$ cat config.mk
export PLATFORM = sky130hd
export DESIGN_NAME = slow_peripheral_bridge_arbiter
export DESIGN_NICKNAME = d
export VERILOG_FILES = /design/src/rtl/slow_peripheral_bridge_arbiter_pkg.sv /design/src/rtl/slow_peripheral_bridge_arbiter_tagq.sv /design/src/rtl/slow_peripheral_bridge_arbiter.sv
export SDC_FILE = /design/constraint.sdc
export NUM_CORES = 1
export LEC_CHECK = 0
export ABC_CLOCK_PERIOD_IN_PS = 2800
export CAP_MARGIN = 20
export CORE_AREA = 3 3 104 106
export CTS_BUF_LIST = sky130_fd_sc_hd__clkbuf_4 sky130_fd_sc_hd__clkbuf_8
export DETAILED_ROUTE_END_ITERATION = 7
export DIE_AREA = 0 0 107 109
export PLACE_DENSITY = 0.71
export SLEW_MARGIN = 20
export SYNTH_ARGS = -nofsm -noshare
export SYNTH_HDL_FRONTEND = slang
export SYNTH_HIERARCHICAL = 1
export SYNTH_SLANG_ARGS = --single-unit
$ cat constraint.sdc
create_clock -name clk -period 2.8 [get_ports clk]
set_input_delay 0.56 -clock clk [delete_from_list [all_inputs] [get_ports clk]]
set_output_delay 0.56 -clock clk [all_outputs]
set_load 0.005 [all_outputs]
$ cat src/rtl/slow_peripheral_bridge_arbiter_pkg.sv
// Shared types for the slow peripheral bridge arbiter.
// Requester ids and the arbiter state encoding.
package slow_peripheral_bridge_arbiter_pkg;

  typedef enum logic {
    ST_IDLE = 1'b0,
    ST_BUSY = 1'b1
  } arb_state_e;

  typedef logic req_id_t;

  localparam req_id_t REQ_CPU = 1'b0;
  localparam req_id_t REQ_DMA = 1'b1;

endpackage

$ cat src/rtl/slow_peripheral_bridge_arbiter_tagq.sv
// In-order read-tag FIFO: remembers which requester owns
// each outstanding bridge read.
module slow_peripheral_bridge_arbiter_tagq
  import slow_peripheral_bridge_arbiter_pkg::*;
#(
  parameter int DEPTH = 8,
  parameter int CNT_W = 4
) (
  input  logic             clk,
  input  logic             reset_n,
  input  logic             push,
  input  req_id_t          push_id,
  input  logic             pop,
  output req_id_t          head,
  output logic [CNT_W-1:0] count,
  output logic             full,
  output logic             empty
);

  localparam int PTR_W = $clog2(DEPTH);
  localparam logic [PTR_W-1:0] PTR_ONE = PTR_W'(1);
  localparam logic [CNT_W-1:0] CNT_ONE = CNT_W'(1);
  localparam logic [CNT_W-1:0] CNT_FULL = CNT_W'(DEPTH);

  req_id_t          mem_q [DEPTH];
  logic [PTR_W-1:0] wptr_q;
  logic [PTR_W-1:0] rptr_q;
  logic             do_push;
  logic             do_pop;

  assign full    = count == CNT_FULL;
  assign empty   = count == '0;
  assign do_pop  = pop & ~empty;
  assign do_push = push & (~full | do_pop);
  assign head    = mem_q[rptr_q];

  always_ff @(posedge clk or negedge reset_n) begin
    if (!reset_n) begin
      wptr_q <= '0;
      rptr_q <= '0;
      count  <= '0;
    end else begin
      if (do_push) wptr_q <= wptr_q + PTR_ONE;
      if (do_pop)  rptr_q <= rptr_q + PTR_ONE;
      case ({do_push, do_pop})
        2'b10:   count <= count + CNT_ONE;
        2'b01:   count <= count - CNT_ONE;
        default: count <= count;
      endcase
    end
  end

  always_ff @(posedge clk) begin
    if (do_push) mem_q[wptr_q] <= push_id;
  end

endmodule

$ cat src/rtl/slow_peripheral_bridge_arbiter.sv
// Round-robin two-master arbiter for the slow bridge slave port,
// routing pipelined read responses back by tag.
module slow_peripheral_bridge_arbiter
  import slow_peripheral_bridge_arbiter_pkg::*;
#(
  parameter int ADDR_W      = 12,
  parameter int DATA_W      = 32,
  parameter int MAX_PENDING = 8,
  parameter int PEND_W      = 4
) (
  input  logic                clk,
  input  logic                reset_n,
  input  logic [ADDR_W-1:0]   m0_address,
  input  logic [DATA_W/8-1:0] m0_byteenable,
  input  logic                m0_read,
  input  logic                m0_write,
  input  logic [DATA_W-1:0]   m0_writedata,
  output logic                m0_waitrequest,
  output logic [DATA_W-1:0]   m0_readdata,
  output logic                m0_readdatavalid,
  output logic                m0_endofpacket,
  input  logic [ADDR_W-1:0]   m1_address,
  input  logic [DATA_W/8-1:0] m1_byteenable,
  input  logic                m1_read,
  input  logic                m1_write,
  input  logic [DATA_W-1:0]   m1_writedata,
  output logic                m1_waitrequest,
  output logic [DATA_W-1:0]   m1_readdata,
  output logic                m1_readdatavalid,
  output logic                m1_endofpacket,
  output logic [ADDR_W-1:0]   b_address,
  output logic [ADDR_W-1:0]   b_nativeaddress,
  output logic [DATA_W/8-1:0] b_byteenable,
  output logic                b_read,
  output logic                b_write,
  output logic [DATA_W-1:0]   b_writedata,
  input  logic                b_waitrequest,
  input  logic [DATA_W-1:0]   b_readdata,
  input  logic                b_readdatavalid,
  input  logic                b_endofpacket,
  output logic                rsp_error
);

  arb_state_e        state_q;
  req_id_t           grant_q;
  req_id_t           rr_ptr_q;
  logic              rsp_error_q;
  logic              busy;
  logic              sel1;
  logic              g_read;
  logic              g_write;
  logic              g_cmd;
  logic              accept;
  logic              elig0;
  logic              elig1;
  logic              rsp_ok;
  logic              tq_full;
  logic              tq_empty;
  req_id_t           tq_head;
  logic [PEND_W-1:0] pending;

  assign busy    = state_q == ST_BUSY;
  assign sel1    = grant_q == REQ_DMA;
  assign g_read  = sel1 ? m1_read  : m0_read;
  assign g_write = sel1 ? m1_write : m0_write;
  assign g_cmd   = g_read | g_write;
  assign accept  = busy & g_cmd & ~b_waitrequest;

  assign b_read          = busy & g_read;
  assign b_write         = busy & g_write;
  assign b_address       = sel1 ? m1_address    : m0_address;
  assign b_nativeaddress = b_address;
  assign b_byteenable    = sel1 ? m1_byteenable : m0_byteenable;
  assign b_writedata     = sel1 ? m1_writedata  : m0_writedata;

  assign m0_waitrequest = ~(busy & ~sel1 & ~b_waitrequest);
  assign m1_waitrequest = ~(busy &  sel1 & ~b_waitrequest);

  // A read may only be granted if its tag is guaranteed a slot.
  assign elig0 = m0_write | (m0_read & ~tq_full);
  assign elig1 = m1_write | (m1_read & ~tq_full);

  assign rsp_ok           = b_readdatavalid & ~tq_empty;
  assign m0_readdatavalid = rsp_ok & (tq_head == REQ_CPU);
  assign m1_readdatavalid = rsp_ok & (tq_head == REQ_DMA);
  assign m0_readdata      = b_readdata;
  assign m1_readdata      = b_readdata;
  assign m0_endofpacket   = b_endofpacket;
  assign m1_endofpacket   = b_endofpacket;
  assign rsp_error        = rsp_error_q;

  always_ff @(posedge clk or negedge reset_n) begin
    if (!reset_n) begin
      state_q  <= ST_IDLE;
      grant_q  <= REQ_CPU;
      rr_ptr_q <= REQ_CPU;
    end else begin
      case (state_q)
        ST_IDLE: begin
          if (elig0 | elig1) begin
            state_q <= ST_BUSY;
            grant_q <= (elig0 & elig1) ? rr_ptr_q :
                       (elig1 ? REQ_DMA : REQ_CPU);
          end
        end
        ST_BUSY: begin
          if (!g_cmd) begin
            state_q <= ST_IDLE;
          end else if (!b_waitrequest) begin
            state_q  <= ST_IDLE;
            rr_ptr_q <= ~grant_q;
          end
        end
        default: state_q <= ST_IDLE;
      endcase
    end
  end

  always_ff @(posedge clk or negedge reset_n) begin
    if (!reset_n)
      rsp_error_q <= 1'b0;
    else if (b_readdatavalid & tq_empty)
      rsp_error_q <= 1'b1;
  end

  slow_peripheral_bridge_arbiter_tagq #(
    .DEPTH (MAX_PENDING),
    .CNT_W (PEND_W)
  ) u_tagq (
    .clk     (clk),
    .reset_n (reset_n),
    .push    (accept & g_read),
    .push_id (grant_q),
    .pop     (b_readdatavalid),
    .head    (tq_head),
    .count   (pending),
    .full    (tq_full),
    .empty   (tq_empty)
  );

endmodule

; ---- After elaboration in Yosys (flattened, before gate mapping)
; Memory sizes are Yosys's and may differ from the RTL's.
; Cells that the tools add are included.
[word_totals]
regBits = 14
mem_bits_rw = 8
input_bits = 137
out_inout_bits = 133
n_memories = 1
[op_classes]
n_addsub = 4
eq_ne = 3
muxes = 14
n_bitwise = 30
reduce_logical = 4
[mem_list]
columns = memory, depth, word_bits, read_ports, rd_clocked_by_memory_dff, wr, line
row1 = u_tagq.mem_q, 8, 1, 1, 0, 1, slow_peripheral_bridge_arbiter_tagq.sv:25  ; req_id_t mem_q [DEPTH];
[ops]
columns = op, n
row1 = 32-bit 2-to-1 mux, 1
row2 = 1-bit AND, 17
row3 = 12-bit 2-to-1 mux, 1
row4 = 1-bit 2-to-1 mux, 9
row5 = 1-bit inverter, 8
row6 = 4-bit one-hot mux with 2 select lines, 1
row7 = "3-bit by 1-bit adder with 3-bit output, second input constant", 2
row8 = 1-bit OR, 5
row9 = "4-bit by 1-bit adder with 4-bit output, second input constant", 1
row10 = "4-bit == test, second input constant", 1
row11 = 4-bit zero test, 1
row12 = 4-bit 2-to-1 mux, 1
row13 = "4-bit by 1-bit subtractor with 4-bit output, second input constant", 1
row14 = 3-bit AND reduction, 1
row15 = "2-bit by 1-bit == test with 1-bit output, second input constant", 1
row16 = "2-bit == test, second input constant", 1
row17 = 1-bit one-hot mux with 2 select lines, 1
row18 = 2-bit AND reduction, 1
row19 = 2-bit nonzero test, 1

; ---- Logic depth before layout (Yosys ltp)
; Gate-level depths: netlist of the first run.
[depth]
depth_word = 8
depth_mapped = 11
mapped_depth_nobuf = 9

; ---- Cells and area by module
; The synthesis of the first run kept the hierarchy.
[by_module_without_submodules]
columns = module, n_inst, cells_per_inst, area_each_um2, seq_area_each_um2
row1 = slow_peripheral_bridge_arbiter, 1, 164, 1428.9, 100.1
row2 = slow_peripheral_bridge_arbiter_tagq, 1, 80, 979.7, 490.5

; ---- Worst setup path after synthesis of the first run
; Ideal clock, no wire load.
[synth_timing]
path_kind = register to register
startpoint = reg grant_q
endpoint = reg u_tagq.count[3]
arrival_ns = 2.405
t_required_ns = 2.731
slack_ns = 0.325
path_stages_with_launch = 12
path_buffers = 2
period_less_slack_ns = 2.475
path_cell_list = dfrtp_1 buf_4 mux2i_1 nor3_1 buf_2 or2_2 inv_1 ha_1 or2_2 nand3_1 mux2_2 nand3b_1
[synth_via]
elab_chain_cells = 8
elab_cells_between_ends = 11
classes_between = eq/ne (2) / mux (3) / bitwise (5) / reduce/logical (1)
[synth_rtl]
columns = item, line
row1 = "start, declared", slow_peripheral_bridge_arbiter.sv:45  ; req_id_t grant_q;
row2 = "start signal, assigned", slow_peripheral_bridge_arbiter.sv:102  ; grant_q <= (elig0 & elig1) ? rr_ptr_q :
row3 = "1-bit 2-to-1 mux, on equally long branches", "slow_peripheral_bridge_arbiter.sv:64, slow_peripheral_bridge_arbiter.sv:65"
row4 = 1-bit OR, slow_peripheral_bridge_arbiter.sv:66  ; assign g_cmd = g_read | g_write;
row5 = 1-bit AND (2 in a row), slow_peripheral_bridge_arbiter.sv:67  ; assign accept = busy & g_cmd & ~b_waitrequest;
row6 = 1-bit AND (*), slow_peripheral_bridge_arbiter.sv:132  ; .push (accept & g_read),
row7 = 1-bit AND (*), slow_peripheral_bridge_arbiter_tagq.sv:34  ; assign do_push = push & (~full | do_pop);
row8 = 2-bit by 1-bit == test with 1-bit output / 2-bit == test (equally long branches), slow_peripheral_bridge_arbiter_tagq.sv:45  ; case ({do_push, do_pop})
row9 = 4-bit one-hot mux with 2 select lines / 2-bit nonzero test (equally long branches), --
row10 = "end signal, assigned", slow_peripheral_bridge_arbiter_tagq.sv:46  ; 2'b10: count <= count + CNT_ONE;
row11 = "end signal, assigned", slow_peripheral_bridge_arbiter_tagq.sv:47  ; 2'b01: count <= count - CNT_ONE;
row12 = "end signal, assigned", slow_peripheral_bridge_arbiter_tagq.sv:48  ; default: count <= count;
row13 = "end, declared", slow_peripheral_bridge_arbiter_tagq.sv:15  ; output logic [CNT_W-1:0] count,
; Every way passes the cells marked *; elsewhere a longest branch is shown, timed or not.
; A chain may end at the register's enable or synchronous reset.

; ---- Worst setup path in the final report of the first run
[layout_timing]
startpoint = reg u_tagq.rptr_q[0]
endpoint = out m1_readdatavalid
[layout_via]
elab_chain_cells = 2
[layout_rtl]
columns = item, line
row1 = "start, declared", slow_peripheral_bridge_arbiter_tagq.sv:27  ; logic [PTR_W-1:0] rptr_q;
row2 = "start signal, assigned", slow_peripheral_bridge_arbiter_tagq.sv:44  ; if (do_pop) rptr_q <= rptr_q + PTR_ONE;
row3 = memory 8 x 1 bit, --
row4 = net tq_head, slow_peripheral_bridge_arbiter.sv:59  ; req_id_t tq_head;
row5 = 1-bit AND, slow_peripheral_bridge_arbiter.sv:85  ; assign m1_readdatavalid = rsp_ok & (tq_head == REQ_DMA);
row6 = "end, declared", slow_peripheral_bridge_arbiter.sv:29  ; output logic m1_readdatavalid,
; The timed path passes the listed nets, and every way through them passes these cells.

==> results.toml, run 1 <==
[outcome]
status = "complete, no violations"

[clock_tree]
root_buffer = "clkbuf_8"
cts_max_path_buffers = 2
htree_levels = 1
cts_buffers = 3
clk_pin_slew_ns = 0.08
clk_latency_ns = 0.26
numClockSinks = 22
cts_tree = "done"
ctsResizeCount = 1
hold_buffers = 0
post_cts_buffers = 0

[floorplanning]
die_h_um = 109
core-area_um2 = 9860
start_util = 0.244
dieArea_um2 = 11700
die_w_um = 107
rows = 36
ios = 270

[sta]
setup_violations = 0
hold_slack_ns = 0.460
fin_crit_sh = 0.949
rsz0062_at_grt = "false"
tns_ns = 0
hold_viol_final = 0
tightest_slew_ns = 0.659
finalClockSkew_ns = 0.00149
finalMaxSlewViolations = 0
worst_slew_margin_rel = 0.560
max_clock_freq_mhz = 376
min_period_ns = 2.66

[yosys]
synth_top_area_share = 0.246
seq_area_frac_synth = 0.245
ys_ff_latch = 22
synthMuxAreaShare = 0.280
synthesis.nets = 386
ys.flop_type = "dfrtp_1"
synth_xor_area_frac = 0.0255
yosys.area_share.simple = 0.0857
yosys.cell_types.count = 39
synth_edf_count = 8
syn_inst = 244
syn_avg_cell_area_um2 = 9.87
yosysWarnings = 6
syn-cell-area_um2 = 2410
synth_top_family_by_area = "multiplexers"
synth_area_leaders = "buf_4, mux2_2, dfrtp_1"
synthAdderAreaFrac = 0.0291
synth-compound-area-share = 0.0571
synth_top_area_cell = "buf_4"
async_flop_share = 0.636

[layout]
diodes = 0
fin_area_um2 = 3780
drive_gt1_frac = 0.224
layout.nets = 483
fin_cells = 473
fillers = 960
areaGrowthSynthToFinish_pct = 57.1

[routing]
drc = 0
viasPerCell = 4.24
routed-via-count = 2004
wl_per_cell_um = 19.2
drt_wl_total_um = 9090
ant_nets = 0
dr.pass1.iters = 4
drtIter0Drc = 55

[setup_path]
endpoint_kind = "output port"
r2r-start = "grant_q"
critPathKind = "reg -> out"
r2r_end = "u_tagq/count[3]"
ff2ff_path_depth = 9
r2r_slack_ns = 0.36
critPathArrivalTime_ns = 2.10
cp_max_fo = 4
cp.required_ns = 2.24
worstSetupStartpointType = "register"

[global_route]
grt_pass1_vias = 2214
grt_pass1_wl_um = 13100
grt_use_total = 0.149
antenna_found_initial = 0
grt_max_degree = 30
grt_remaining_overflow = 0

[min_path]
min_path_cells = 1
hp-class = "reg -> reg"
min_to = "rsp_error"
hp-start = "rsp_error"

[placed_design]
io_buffers = 170
dpl_cell_area_um2 = 3700
place_congestion = 0.831
hpwl_um = 7920
dpl.cell_count = 469

[power]
power_density_nw_per_um2 = 741
p_total_w = 0.00281
power_leakage_nw = 1.45
vdd_drop_max_uv = 371

[flow_run]
maxCapViolCount = 0
-- through the flow --
stage                util  worst slack (ns)
finish              0.384             0.143
global route        0.384            0.0271
CTS                 0.383           0.00502
detailed placement  0.375           -0.0913
global placement    0.375            0.0287
floorplan               -             0.325
-- worst max path at each step --
| stage | start | slack (ns) | cells after the start | end |
|---|---|---|---|---|
| finish | u_tagq/rptr_q[0] | 0.14 | 4 | m1_readdatavalid |
| global route | m1_read | 0.03 | 10 | u_tagq/count[3] |
| CTS | u_tagq/rptr_q[0] | 0.005 | 4 | m0_readdatavalid |
| detailed placement | m1_read | -0.09 | 10 | u_tagq/count[3] |
| global placement | m1_read | 0.03 | 10 | u_tagq/count[3] |
| floorplan | grant_q | 0.33 | 11 | u_tagq/count[3] |
-- synth_stat cells, drive strengths merged (3+ instances only) --
| master | number |
|---|---|
| dfrtp | 14 |
| nand2 | 9 |
| nor2 | 8 |
| inv | 9 |
| nor3 | 5 |
| nand2b | 4 |
| or2 | 3 |
| buf | 86 |
| ha | 4 |
| or3 | 3 |
| edfxtp | 8 |
| mux2i | 4 |
| xnor2 | 5 |
| o21ai | 3 |
| a21oi | 5 |
| mux2 | 52 |
-- cell type report --
cell class / count / area, um2 / area share
tap: 133 / 166 / 0.0440
inverter: 9 / 33.8 / 0.00893
clock buffer: 3 / 41.3 / 0.0109
multi-input combinational: 127 / 1150 / 0.305
timing repair buffer: 178 / 1760 / 0.466
clock inverter: 1 / 30.0 / 0.00794
sequential: 22 / 593 / 0.157
-- metal layers --
layer	up-vias	track usage	part of all wire
li1	954	-	-
met1	913	0.177	0.39
met2	133	0.257	0.50
met3	4	0.0634	0.10
met4	0	0.0201	0.0037
met5	-	0	0
-- sequential cells by signal (all words and copies together) (netlist names) --
name / cells
u_tagq/rptr_q: 3
grant_q: 1
rr_ptr_q: 1
u_tagq/wptr_q: 3
busy: 1
rsp_error: 1
u_tagq/count: 4
u_tagq/mem_q: 8
-- placed cells by master (no fill, tap or decap), types with 2 or more instances in the layout --
| cell type | Yosys | layout |
|---|---|---|
| dfrtp_2 | 0 | 2 |
| or3_1 | 3 | 3 |
| edfxtp_1 | 8 | 8 |
| or2_2 | 3 | 3 |
| clkbuf_8 | 0 | 3 |
| nand2b_1 | 4 | 4 |
| nor2_1 | 8 | 8 |
| nand2_1 | 9 | 9 |
| nand3_1 | 2 | 2 |
| o21ai_2 | 2 | 2 |
| dfrtp_1 | 14 | 12 |
| mux2_2 | 51 | 51 |
| a21oi_1 | 5 | 5 |
| mux2i_1 | 4 | 4 |
| xnor2_1 | 5 | 5 |
| xor2_1 | 2 | 2 |
| buf_4 | 79 | 8 |
| clkdlybuf4s50_1 | 0 | 169 |
| nor3_1 | 5 | 5 |
| inv_1 | 9 | 9 |
| mux4_2 | 2 | 2 |
| ha_1 | 4 | 4 |
-- where the power goes --
part | switching (W) | internal [W] | leakage [nW]
Clock | 0.000102 | 0.000191 | 0.0357
Sequential | 0.000144 | 0.000465 | 0.231
Combinational | 0.000701 | 0.00120 | 1.18
-- critical path: stages (launching register included) --
cell	delay, ns
dfrtp_2	0.43
mux4_2	0.50
mux2_2	0.29
and3b_1	0.18
clkdlybuf4s50_1	0.43
-- cell families after synthesis --
kind of cell,count (synthesis)
AOI/OAI and AO/OA,17
xor gates and xnor gates,7
adders and majority gates,5
buffers and inverters,95
DFF,22
muxes,58
and+or+nand+nor,40
Note: power is estimated with default switching activity, not from simulation.
==> run 2: changes to the inputs <==
--- a/config.mk
+++ b/config.mk
@@ -5,15 +5,17 @@
 export SDC_FILE = /design/constraint.sdc
 export NUM_CORES = 1
 export LEC_CHECK = 0
+export ABC_AREA = 1
 export ABC_CLOCK_PERIOD_IN_PS = 2800
 export CAP_MARGIN = 20
-export CORE_AREA = 3 3 104 106
+export CORE_AREA = 3 3 105 107
 export CTS_BUF_LIST = sky130_fd_sc_hd__clkbuf_4 sky130_fd_sc_hd__clkbuf_8
 export DETAILED_ROUTE_END_ITERATION = 7
-export DIE_AREA = 0 0 107 109
-export PLACE_DENSITY = 0.71
+export DIE_AREA = 0 0 108 110
+export PLACE_DENSITY = 0.7
 export SLEW_MARGIN = 20
 export SYNTH_ARGS = -nofsm -noshare
 export SYNTH_HDL_FRONTEND = slang
 export SYNTH_HIERARCHICAL = 1
 export SYNTH_SLANG_ARGS = --single-unit
+export TNS_END_PERCENT = 50
==> results.toml, run 2 <==
[outcome]
status = "complete, no violations"

[clock_tree]
clk_latency_ns = 0.26
htree_levels = 1
clk_pin_slew_ns = 0.08
cts_tree = "done"
cts_max_path_buffers = 2
post_cts_buffers = 0
root_buffer = "clkbuf_8"
cts_buffers = 3
numClockSinks = 22

[floorplanning]
ios = 270
dieArea_um2 = 11900
core-area_um2 = 10200
die_w_um = 108
rows = 37
die_h_um = 110
start_util = 0.238

[yosys]
yosys.cell_types.count = 27
synth_top_area_cell = "nand2_1"
synthesis.nets = 516
yosysWarnings = 6
ys.flop_type = "dfrtp_1"
synth_area_leaders = "nand2_1, buf_4, dfrtp_1"
synth_top_area_share = 0.257
async_flop_share = 0.636
seq_area_frac_synth = 0.242
syn-cell-area_um2 = 2440
synth_edf_count = 8
ys_ff_latch = 22
synth.most_common_cell = "nand2_1"
syn_inst = 374
syn_avg_cell_area_um2 = 6.51
yosys-top-cells-count = "nand2_1, buf_4, inv_1"

[power]
power_leakage_nw = 1.74
power_density_nw_per_um2 = 797
vdd_drop_max_uv = 299

[global_route]
antenna_found_initial = 1
grt_max_degree = 45
grt_pass1_wl_um = 13800
grt_pass1_vias = 2471
grt_use_total = 0.149
grt_remaining_overflow = 0

[setup_path]
r2r-start = "grant_q"
critPathArrivalTime_ns = 2.08
path_cells = "inv_4 > buf_4 > nand2_1 > nand2_1 > clkdlybuf4s50_1"
crit_start = "grant_q"
worstSetupStartpointType = "register"
max_stage_delay_ns = 0.59
crit_family = "buffers and inverters"
timing.critical_path.buf_inv = 3
critPathKind = "reg -> out"
cp_slowest_cell = "clkdlybuf4s50_1"
endpoint_kind = "output port"
cp.required_ns = 2.24
cp_max_fo = 20
cpMostUsedCell = "nand2_1"

[routing]
drc = 0
wl_per_cell_um = 15.8
viasPerCell = 4.24
dr.pass1.iters = 4
drt_wl_total_um = 9500
drtIter0Drc = 102
routed-via-count = 2541
ant_nets = 0

[placed_design]
dpl_cell_area_um2 = 3700
hpwl_um = 8000
place_congestion = 0.856
io_buffers = 170

[layout]
layout_commonest_cell = "clkdlybuf4s50_1"
fin_area_um2 = 3750
areaGrowthSynthToFinish_pct = 54.0
top_register = "u_tagq/mem_q"
drive_gt1_frac = 0.0647
diodes = 0
layout_common_cells = "clkdlybuf4s50_1, nand2_1, inv_1"
layout.nets = 607
reg.largest.list = "u_tagq/mem_q: 8 flops, u_tagq/count: 4 flops"
largest_reg_flops = 8

[min_path]
hp-class = "reg -> reg"
hp-start = "rsp_error"

[sta]
finalMaxSlewViolations = 0
max_clock_freq_mhz = 378
finalClockSkew_ns = 0.00474
hold_slack_ns = 0.458
worst_slew_margin_rel = 0.558
tightest_slew_ns = 0.661
fin_crit_sh = 0.944
hold_viol_final = 0
tns_ns = 0
rsz0062_at_grt = "false"
min_period_ns = 2.64
setup_violations = 0

[flow_run]
maxCapViolCount = 0
==> run 2: final cells by class <==
cell class,count,area (um2)
repair buffers,175,1740
fillers,1064,6480
clock buffers,3,41.3
well taps,136,170
multi-input cells,238,1110
clock inverters,1,3.75
inverters,25,96.3
flip-flops and latches,22,592
==> run 2: what timing repair did <==
| item | in CTS | in global routing |
|---|---|---|
| hold buffers | 0 | 0 |
| endpoints found under the setup margin | 0 | 1 |
| resized for setup | 0 | 1 |
| hold endpoints to repair | 0 | 0 |
==> run 2: metrics by stage <==
stage                     setup WS [ns]  instances  total power, W  utilization
final                             0.157        600         0.00299        0.367
after global routing             0.0357        600         0.00327        0.367
after CTS                         0.117        600         0.00303        0.366
after detailed placement         0.0722        596         0.00281        0.362
after global placement            0.182        596         0.00278        0.362
after floorplan                   0.476        374         0.00176            -
==> run 2: report_power, final <==
group,total (W),switching [W],internal [W]
combinational,0.00217,0.00103,0.00114
clock,0.000194,0.0000967,0.0000977
sequential,0.000626,0.000160,0.000466
total,0.00299,0.00129,0.00170
==> run 2: routing by layer <==
layer  up-vias  GRT usage  part of all wire
met5         -          0            0.0014
met4         2     0.0261             0.015
met3        14     0.0664              0.12
met2       172      0.251              0.48
met1      1113      0.178              0.39
li1       1240          -                 -
==> run 2: kinds of logic (layout without fill, tap and decap cells) <==
logic type      after synthesis  in the layout  share of synthesized area
simple gates                212            212                      0.368
buf+inv                     114            204                      0.304
flops                        22             22                      0.242
compound gates               15             15                     0.0344
fa+ha+maj                     5              5                     0.0288
xor+xnor                      5              5                     0.0180
mux                           1              1                    0.00462
==> run 2: path summary, 6_finish.rpt <==
| path | end | slack, ns | depth (start not counted) |
|---|---|---|---|
| min | rsp_error | 0.46 | 1 |
| max reg2reg | u_tagq/count[3] | 0.35 | 14 |
| min reg2reg | rsp_error | 0.46 | 1 |
| min in group asynchronous | u_tagq/count[1] | 0.70 | 1 |
| max in group asynchronous | grant_q | 1.64 | 1 |
| max | b_writedata[30] | 0.16 | 5 |
